File: config.mk
export PLATFORM = sky130hd
export DESIGN_NAME = knn_kbest_sel
export DESIGN_NICKNAME = d
export VERILOG_FILES = /design/src/rtl/knn_kbest_sel_pkg.sv /design/src/rtl/knn_kbest_sel_cell.sv /design/src/rtl/knn_kbest_sel.sv
export SDC_FILE = /design/constraint.sdc
export NUM_CORES = 1
export LEC_CHECK = 0
export BUFFER_PORTS_ARGS = -buffer_cell sky130_fd_sc_hd__buf_2
export CORE_UTILIZATION = 50
export CTS_BUF_LIST = sky130_fd_sc_hd__clkbuf_8
export CTS_CLUSTER_SIZE = 14
export DETAILED_ROUTE_END_ITERATION = 8
export HOLD_SLACK_MARGIN = 0.15
export PLACE_DENSITY = 0.68
export SLEW_MARGIN = 40
export SYNTH_ARGS = -nofsm -noshare
export SYNTH_HDL_FRONTEND = slang
export SYNTH_SLANG_ARGS = --single-unit
File: constraint.sdc
create_clock -name clk_i -period 3.2 [get_ports clk_i]
set_input_delay 0.64 -clock clk_i [delete_from_list [all_inputs] [get_ports clk_i]]
set_output_delay 0.64 -clock clk_i [all_outputs]
set_load 0.005 [all_outputs]
File: src/rtl/knn_kbest_sel_pkg.sv
// Shared definitions for the K-best neighbour selector: FSM states and
// sizing helpers for the packed table entry {valid, dist, label}.
package knn_kbest_sel_pkg;

    typedef enum logic {
        KB_COLLECT = 1'b0,
        KB_DRAIN   = 1'b1
    } kb_state_e;

    // Packed entry layout, MSB first: valid, dist[DATA_W], label[LABEL_W].
    function automatic int kb_entry_w(input int data_w, input int label_w);
        return 1 + data_w + label_w;
    endfunction

    function automatic int kb_idx_w(input int k);
        return (k > 1) ? $clog2(k) : 1;
    endfunction

endpackage

File: src/rtl/knn_kbest_sel_cell.sv
// One slot of the sorted K-best table. Takes the new entry when it is the
// first slot that beats it, or shifts in its lower neighbour when a lower slot did.
module knn_kbest_sel_cell
    import knn_kbest_sel_pkg::*;
#(
    parameter int DATA_W  = 32,
    parameter int LABEL_W = 8,
    parameter int ENTRY_W = kb_entry_w(DATA_W, LABEL_W)
) (
    input  logic               clk_i,
    input  logic               rst_ni,
    input  logic               flush_i,
    input  logic               ins_i,
    input  logic [DATA_W-1:0]  new_dist_i,
    input  logic [LABEL_W-1:0] new_label_i,
    input  logic [ENTRY_W-1:0] lower_entry_i,
    input  logic               lower_taken_i,
    output logic [ENTRY_W-1:0] entry_o,
    output logic               taken_o
);

    logic [ENTRY_W-1:0] entry_q, entry_d;
    logic               slot_valid;
    logic [DATA_W-1:0]  slot_dist;
    logic               take_here;

    assign slot_valid = entry_q[ENTRY_W-1];
    assign slot_dist  = entry_q[ENTRY_W-2 -: DATA_W];

    // Strict compare keeps the earlier of two equal distances in the lower rank.
    assign take_here = !lower_taken_i && (!slot_valid || (new_dist_i < slot_dist));
    assign taken_o   = lower_taken_i | take_here;

    always_comb begin
        entry_d = entry_q;
        if (flush_i) begin
            entry_d = '0;
        end else if (ins_i) begin
            if (lower_taken_i) begin
                entry_d = lower_entry_i;
            end else if (take_here) begin
                entry_d = {1'b1, new_dist_i, new_label_i};
            end
        end
    end

    always_ff @(posedge clk_i or negedge rst_ni) begin
        if (!rst_ni) begin
            entry_q <= '0;
        end else begin
            entry_q <= entry_d;
        end
    end

    assign entry_o = entry_q;

endmodule

File: src/rtl/knn_kbest_sel.sv
// K-best selector: keeps the K nearest (distance, label) pairs of a query in
// a sorted shift table, then streams them out nearest-first.
module knn_kbest_sel
    import knn_kbest_sel_pkg::*;
#(
    parameter int  DATA_W  = 32,
    parameter int  LABEL_W = 8,
    parameter int  K       = 4,
    parameter int  CNT_W   = 16,
    localparam int IDX_W   = kb_idx_w(K),
    localparam int ENTRY_W = kb_entry_w(DATA_W, LABEL_W)
) (
    input  logic               clk_i,
    input  logic               rst_ni,
    input  logic               clear_i,
    input  logic               in_valid_i,
    output logic               in_ready_o,
    input  logic [DATA_W-1:0]  in_dist_i,
    input  logic [LABEL_W-1:0] in_label_i,
    input  logic               in_last_i,
    output logic               out_valid_o,
    input  logic               out_ready_i,
    output logic [DATA_W-1:0]  out_dist_o,
    output logic [LABEL_W-1:0] out_label_o,
    output logic [IDX_W-1:0]   out_idx_o,
    output logic               out_last_o,
    output logic               busy_o,
    output logic [CNT_W-1:0]   sample_cnt_o
);

    kb_state_e          state_q, state_d;
    logic               in_ready_q, in_ready_d;
    logic [IDX_W-1:0]   idx_q, idx_d;
    logic [IDX_W:0]     n_valid_q, n_valid_d;
    logic [CNT_W-1:0]   cnt_q, cnt_d;

    logic [ENTRY_W-1:0] slot_entry [K];
    logic               slot_taken [K];
    logic [DATA_W-1:0]  slot_dist  [K];
    logic [LABEL_W-1:0] slot_label [K];

    logic               accept;
    logic               drain_fire;
    logic               last_entry;
    logic               flush;
    logic               last_slot_valid;
    logic [DATA_W-1:0]  mux_dist;
    logic [LABEL_W-1:0] mux_label;

    // A sample arriving together with clear is discarded.
    assign accept          = in_ready_q & in_valid_i & ~clear_i;
    assign drain_fire      = (state_q == KB_DRAIN) & out_ready_i;
    assign last_entry      = (state_q == KB_DRAIN) &&
                             ({1'b0, idx_q} == (n_valid_q - 1'b1));
    assign flush           = clear_i | (drain_fire & last_entry);
    assign last_slot_valid = slot_entry[K-1][ENTRY_W-1];

    genvar gi;
    generate
        for (gi = 0; gi < K; gi++) begin : g_slot
            if (gi == 0) begin : g_head
                knn_kbest_sel_cell #(
                    .DATA_W  (DATA_W),
                    .LABEL_W (LABEL_W),
                    .ENTRY_W (ENTRY_W)
                ) u_cell (
                    .clk_i         (clk_i),
                    .rst_ni        (rst_ni),
                    .flush_i       (flush),
                    .ins_i         (accept),
                    .new_dist_i    (in_dist_i),
                    .new_label_i   (in_label_i),
                    .lower_entry_i ({ENTRY_W{1'b0}}),
                    .lower_taken_i (1'b0),
                    .entry_o       (slot_entry[gi]),
                    .taken_o       (slot_taken[gi])
                );
            end else begin : g_chain
                knn_kbest_sel_cell #(
                    .DATA_W  (DATA_W),
                    .LABEL_W (LABEL_W),
                    .ENTRY_W (ENTRY_W)
                ) u_cell (
                    .clk_i         (clk_i),
                    .rst_ni        (rst_ni),
                    .flush_i       (flush),
                    .ins_i         (accept),
                    .new_dist_i    (in_dist_i),
                    .new_label_i   (in_label_i),
                    .lower_entry_i (slot_entry[gi-1]),
                    .lower_taken_i (slot_taken[gi-1]),
                    .entry_o       (slot_entry[gi]),
                    .taken_o       (slot_taken[gi])
                );
            end
            assign slot_dist[gi]  = slot_entry[gi][ENTRY_W-2 -: DATA_W];
            assign slot_label[gi] = slot_entry[gi][LABEL_W-1:0];
        end
    endgenerate

    always_comb begin
        mux_dist  = '0;
        mux_label = '0;
        for (int i = 0; i < K; i++) begin
            if (idx_q == IDX_W'(i)) begin
                mux_dist  = slot_dist[i];
                mux_label = slot_label[i];
            end
        end
    end

    always_comb begin
        state_d    = state_q;
        in_ready_d = in_ready_q;
        idx_d      = idx_q;
        n_valid_d  = n_valid_q;
        cnt_d      = cnt_q;
        if (clear_i) begin
            state_d    = KB_COLLECT;
            in_ready_d = 1'b1;
            idx_d      = '0;
            n_valid_d  = '0;
            cnt_d      = '0;
        end else begin
            case (state_q)
                KB_COLLECT: begin
                    in_ready_d = 1'b1;
                    if (accept) begin
                        if (cnt_q != {CNT_W{1'b1}}) begin
                            cnt_d = cnt_q + 1'b1;
                        end
                        // The table only grows while its top slot is still empty.
                        if (slot_taken[K-1] && !last_slot_valid) begin
                            n_valid_d = n_valid_q + 1'b1;
                        end
                        if (in_last_i) begin
                            state_d    = KB_DRAIN;
                            in_ready_d = 1'b0;
                            idx_d      = '0;
                        end
                    end
                end
                KB_DRAIN: begin
                    in_ready_d = 1'b0;
                    if (drain_fire) begin
                        if (last_entry) begin
                            state_d    = KB_COLLECT;
                            in_ready_d = 1'b1;
                            idx_d      = '0;
                            n_valid_d  = '0;
                            cnt_d      = '0;
                        end else begin
                            idx_d = idx_q + 1'b1;
                        end
                    end
                end
                default: begin
                    state_d    = KB_COLLECT;
                    in_ready_d = 1'b1;
                end
            endcase
        end
    end

    always_ff @(posedge clk_i or negedge rst_ni) begin
        if (!rst_ni) begin
            state_q    <= KB_COLLECT;
            in_ready_q <= 1'b0;
            idx_q      <= '0;
            n_valid_q  <= '0;
            cnt_q      <= '0;
        end else begin
            state_q    <= state_d;
            in_ready_q <= in_ready_d;
            idx_q      <= idx_d;
            n_valid_q  <= n_valid_d;
            cnt_q      <= cnt_d;
        end
    end

    assign in_ready_o   = in_ready_q;
    assign out_valid_o  = (state_q == KB_DRAIN);
    assign busy_o       = (state_q == KB_DRAIN);
    assign out_dist_o   = mux_dist;
    assign out_label_o  = mux_label;
    assign out_idx_o    = idx_q;
    assign out_last_o   = last_entry;
    assign sample_cnt_o = cnt_q;

endmodule

* Word level (Yosys, flattened, before mapping)
Cells that the tools add are included.
** Word-level totals
- Register bits after elaboration :: 187
- Output and inout bits :: 62
- Input port bits :: 46
- Word-level logic and storage cells :: 120
** Cells by class
- Equal/unequal tests :: 11
- Multiplexer cells :: 53
- Magnitude comparators :: 4
- Reductions and logical operators :: 29
- $add $sub $neg :: 4
- Bitwise operators :: 10
** Operators with widths (number)
- 41-bit 2-to-1 mux :: 15
- 32-bit less-than comparator :: 4
- 32-bit 2-to-1 mux :: 4
- 16-bit 2-to-1 mux :: 5
- 8-bit 2-to-1 mux :: 4
- 16-bit case mux with 2 select lines :: 1
- 16-bit by 1-bit adder with 16-bit output, second input constant :: 1
- 16-bit inequality test, second input constant :: 1
- 3-bit 2-to-1 mux :: 5
- 3-bit inequality test, second input constant :: 4
- 1-bit 2-to-1 mux :: 10
- 2-bit 2-to-1 mux :: 5
- 3-bit nonzero test :: 3
- 2-bit AND reduction :: 4
- 4-bit AND reduction :: 2
- 1-bit logical NOT :: 7
- 3-bit by 2-bit inequality test with 1-bit output, second input constant :: 2
- 3-bit case mux with 2 select lines :: 1
- 1-bit logical AND :: 5
- 1-bit bitwise AND :: 4
- 2-bit == test, second input constant :: 2
- 1-bit logical OR :: 4
- 1-bit bitwise OR :: 4
- 1-bit case mux with 2 select lines :: 2
- 10 further kinds :: 12

* Longest topological paths before layout
- Word-level depth :: 16
- Depth in mapped cells :: 13
- Gate-level depth less buffers :: 10

* Modules after synthesis
A second synthesis with hierarchy kept.
** Second synthesis, totals
- Cells, all modules :: 1642
- Area, all modules :: 14694.1 um^2
** By module, submodules not included
- knn_kbest_sel_cell :: cells an instance 314, times used 4, area an instance 3032.9 um^2
- knn_kbest_sel :: cells an instance 386, times used 1, area an instance 2562.5 um^2

* Worst setup path before layout
No wires, ideal clock.
- Path kind :: input to register
- Start :: input port in_dist_i[18]
- End :: register g_slot[3].g_chain.u_cell.entry_q[0]
- Slack :: 0.057 ns
- Arrival :: 3.003 ns
- Stages :: 11
- Required time :: 3.060 ns
- Setup time :: 0.140 ns
- Cell sequence :: ha_1 > a21o_1 > a221o_1 > a221o_1 > a22o_1 > a31oi_4 > buf_6 > buf_4 > nor4_1 > a2111oi_0 > a211oi_1
** On the way
- Longest elaborated chain between the ends :: 12
- Elaborated cells on any way between the ends :: 21
- Classes of those cells :: order compare: 4; mux: 3; bitwise: 2; reduce/logical: 12
** Ends and longest elaborated chain
- from (decl) :: line knn_kbest_sel.sv:18 : input logic [DATA_W-1:0] in_dist_i,
- 32-bit less-than comparator :: line knn_kbest_sel_cell.sv:31 : assign take_here = !lower_taken_i && (!slot_valid || (new_dist_i < slot_dist));
- 1-bit logical OR :: line knn_kbest_sel_cell.sv:31
- 1-bit logical NOT :: line knn_kbest_sel_cell.sv:31
- 1-bit logical AND :: line knn_kbest_sel_cell.sv:31
- 1-bit bitwise OR :: line knn_kbest_sel_cell.sv:32 : assign taken_o = lower_taken_i | take_here;
- 1-bit logical NOT :: line knn_kbest_sel_cell.sv:31
- 1-bit logical AND :: line knn_kbest_sel_cell.sv:31
- 1-bit bitwise OR :: line knn_kbest_sel_cell.sv:32
- 1-bit logical NOT :: line knn_kbest_sel_cell.sv:31
- 1-bit logical AND :: line knn_kbest_sel_cell.sv:31
- 3-bit nonzero test (no line)
- 2-bit AND reduction (no line)
- to (signal assigned) :: line knn_kbest_sel_cell.sv:51 : entry_q <= entry_d;
- to (decl) :: line knn_kbest_sel_cell.sv:22 : logic [ENTRY_W-1:0] entry_q, entry_d;
Parallel ways exist; a longest one is shown, timed or not. The select of a mux whose other input is x is not followed.
A chain may end at the register's enable or synchronous reset.

* Worst setup path in the final report
- Start :: register g_slot[0].g_head.u_cell.entry_q[26]
- End :: register g_slot[3].g_chain.u_cell.entry_q[23]
** On the way
- Longest elaborated chain between the ends :: 12
- Elaborated cells on any way between the ends :: 15
- Classes of those cells :: order compare: 1; mux: 3; bitwise: 2; reduce/logical: 9
** Ends and longest elaborated chain (line)
- from (decl) :: knn_kbest_sel_cell.sv:22
- from (signal assigned) :: knn_kbest_sel_cell.sv:51
- 32-bit less-than comparator * :: knn_kbest_sel_cell.sv:31
- 1-bit logical OR * :: knn_kbest_sel_cell.sv:31
- 1-bit logical NOT :: knn_kbest_sel_cell.sv:31
- 1-bit logical AND :: knn_kbest_sel_cell.sv:31
- 1-bit bitwise OR * :: knn_kbest_sel_cell.sv:32
- 1-bit logical NOT :: knn_kbest_sel_cell.sv:31
- 1-bit logical AND :: knn_kbest_sel_cell.sv:31
- 1-bit bitwise OR * :: knn_kbest_sel_cell.sv:32
- 1-bit logical NOT :: knn_kbest_sel_cell.sv:31
- 1-bit logical AND :: knn_kbest_sel_cell.sv:31
- 3-bit nonzero test (no line)
- 2-bit AND reduction (no line)
Mark *: on every way between the ends. The rest lies on a longest branch, timed or not. The select of a mux whose other input is x is not followed.

==> impl_results.md <==
* Area grow syn2layout at 26.79%
* Clk root buf: clkbuf_8
* Post-Syn Nets at 1897
* Seq/Total Area, Yosys at 0.3380
* Register Area at 0.004681 mm²
* Startpoint Class: flop
* Number of enable flip-flop cells after synthesis at 0
* Final wirelength at 45.56 mm
* Full die area at 0.02836 mm²
* Ports at 108
* Core box area at 0.02703 mm²
* Setup Viol. Count Final at 11
* Layout cell share with drive strength beyond 1 at 0.2301
* Max Clock Skew at 20.16 ps
* Synthesized area per cell at 8.050 µm²
* H-tree depth at 4
* Drt via density at 6.242
* Worst-path fanout max at 11
* Routability cong. at 0.8823
* Antenna violations before repair at 0
* Yosys warnings at 0
* Clock transition at path regs at 120 ps
* Port Buffers at 107
* PnR worst setup slack at -46.88 ps
* Max-slew violation count at 0
* CTS tree: done
* Synth Flop Type: dfrtp_1
* Die Ht at 168.4 µm
* Detailed Place HPWL at 28.65 mm
* Vias in the first global route at 13236
* Mux share of post-synthesis cell area at 0.03696
* Fin nets at 2063
* Area occupied by multi-input gates at 0.008907 mm²
* WL/cell at 20.34 µm
* Crit path time final at 3247 ps
* Peak supply drop at 0.2862 mV
* Critical Path End Type: flop
* Synth Area in Compound Gates at 0.2606
* CP Class: reg -> reg
* Post-Synth XOR/XNOR Area at 0.005061
* N_diodes at 0
* Status: finished, violations left
* Final-report hold violation count at 0
* Tot GR Track Use at 0.3017
* Total CTS buffers at 17
* Simple-gate share of the synthesized area at 0.1591
* Tot Pwr at 6066 µW
* Clk Latency, worst-skew pair at 500 ps
* Via count at 13983
* CTS sink cnt at 187
* Async SR Flop Fraction at 1.000
* Pwr/cell area at 345.5 mW/mm²
* Min-delay worst type: in -> reg
* Initial Util at 0.5123
* Clock Tree Buf Depth at 2
* Dpl cells at 2181
* Achievable Freq at 308.0 MHz
* Synth Instances at 1720
* Die X at 168.4 µm
* RSZ-0062 raised after global routing: true
* First-pass GRT wire length at 68.28 mm
* Slew HR at 0.3676
* Drt drc at 0
* Synthesized cell area at 0.01385 mm²
* Num rows at 60
* # fillers at 2267
* 1st-iter DRT viols at 1122
* Pin count of the biggest net entering global routing at 81
* Final ANT Viol Nets at 0
* Largest family of logic cells by synthesized area: compound AO/OA/AOI/OAI gates
* Failing checks: setup timing
* CP required at 3600 ps
* Final Non-Filler Cells at 2240
* Leak at 0.007915 µW
* Maxcap violations at 0
* GR Overflow Total at 0
* Slew at the pin with the worst max-slew slack at 948.5 ps
* Synth unique cells at 58
* Critical path arrival at 3650 ps
* Period utilisation layout at 1.015
* Post-Synth Adder-Cell Area at 0.1184
* 1st-pass router iterations at 5
* Flops & latches, synth at 187
logic make-up (layout without fill, tap and decap cells):
kind of cell / after synthesis / in the layout
DFF: 187 / 187
AOI/OAI and AO/OA: 571 / 571
muxes: 51 / 51
xor gates and xnor gates: 8 / 8
and+or+nand+nor: 480 / 480
buffers and inverters: 292 / 471
adders and majority gates: 131 / 131
sequential cells by signal, summed over array words and instances, names as in the netlist:
signal	count
g_slot.g_chain.u_cell.entry_o	123
g_slot.g_head.u_cell.entry_o	41
sample_cnt_o	16
n_valid_q	3
out_idx_o	2
busy_o	1
in_ready_o	1
worst paths after layout:
path	startpoint	end	slack (ps)	cells after the start
worst max-delay path	g_slot[0].g_head.u_cell.entry_o[26]$_DFFE_PN0P_	g_slot[3].g_chain.u_cell.entry_o[23]$_DFFE_PN0P_	-50	12
worst min-delay path	in_label_i[7]	g_slot[0].g_head.u_cell.entry_o[7]$_DFFE_PN0P_	450	3
worst max register to register	g_slot[0].g_head.u_cell.entry_o[26]$_DFFE_PN0P_	g_slot[3].g_chain.u_cell.entry_o[23]$_DFFE_PN0P_	-50	12
worst min register to register	g_slot[1].g_chain.u_cell.entry_o[20]$_DFFE_PN0P_	g_slot[1].g_chain.u_cell.entry_o[20]$_DFFE_PN0P_	510	1
max in group asynchronous	rst_ni	g_slot[1].g_chain.u_cell.entry_o[17]$_DFFE_PN0P_	1690	3
min in group asynchronous	rst_ni	g_slot[2].g_chain.u_cell.entry_o[21]$_DFFE_PN0P_	690	2
through the flow:
step | instance area (µm²) | setup TNS [ps] | worst slack (ps) | util | hold slack [ps]
6_report | 17560 | -174.9 | -46.88 | 0.6496 | 451.5
5_1_grt | 17560 | -3427 | -111.5 | 0.6496 | 442.1
4_1_cts | 16360 | -4.544 | -4.544 | 0.6052 | 414.4
3_5_place_dp | 15880 | -37810 | -430.4 | 0.5876 | 491.9
3_3_place_gp | 15880 | -28630 | -284.6 | 0.5876 | 483.0
2_1_floorplan | 13850 | 0 | 56.99 | - | 344.4
cells in the final DEF, fill, tap and decap left out, types with 13 or more instances in the layout:
cell and count:
a211oi_1 27, a211oi_2 18, a21o_1 45, a21oi_1 185
a221oi_2 29, a31oi_1 38, buf_12 32, buf_2 106
buf_4 122, clkbuf_8 18, dfrtp_1 186, ha_1 124
inv_1 149, mux2i_1 49, nand2_1 173, nand3_1 92
nor2_1 110, nor4_1 38, o21ai_0 109, o31ai_1 38
o31ai_2 13
where the power goes:
| group | internal, µW | switching [µW] |
|---|---|---|
| Sequential | 2480 | 99.8 |
| Combinational | 702 | 992 |
| Clock | 742 | 1050 |
layer usage:
layer	global-route usage	wire length [µm]	vias to the layer above
met3	0.03761	3163	94
met5	0	0	-
met2	0.5030	21310	552
met1	0.4059	19920	6789
li1	-	-	6548
met4	0.1000	1167	0
final cells by class:
| type | count | share of cell area |
|---|---|---|
| Multi-Input combinational cell | 1241 | 0.5074 |
| Sequential cell | 187 | 0.2666 |
| Timing Repair Buffer | 286 | 0.1440 |
| Inverter | 153 | 0.03271 |
| Tap cell | 341 | 0.02430 |
| Clock buffer | 17 | 0.01333 |
| Clock inverter | 15 | 0.01162 |
synthesized netlist by cell type (all sizes together), types with 47 or more instances:
master | count | area, µm²
nand3 | 92 | 460.4
a21o | 47 | 352.8
a21oi | 187 | 939.7
o21ai | 120 | 604.3
mux2i | 50 | 500.5
clkbuf | 118 | 442.9
inv | 153 | 574.3
nor4 | 51 | 319.1
o31ai | 52 | 400.4
nor2 | 111 | 419.2
ha | 131 | 1639
nand2 | 173 | 649.4
dfrtp | 187 | 4679
critical path, cell delays in order, from the launching register on:
cell	delay, ps
dfrtp_1	410
inv_2	80
ha_4	200
a21o_1	170
a221o_1	320
a221o_1	410
a22o_1	270
a31oi_4	270
nor3_4	100
buf_12	150
a21o_4	270
buf_12	170
a221oi_2	290
timing repair:
| item | 4_1_cts | 5_1_grt |
|---|---|---|
| endpoints found under the setup margin | 48 | 128 |
| resized for setup | 4 | 154 |
| buffers inserted | 2 | 16 |
| pin swaps | 3 | 41 |
| hold buffers | 1 | 0 |
| gates cloned | 0 | 11 |
| endpoints found under the hold margin | 6 | 0 |
(Power assumes the default switching activity.)
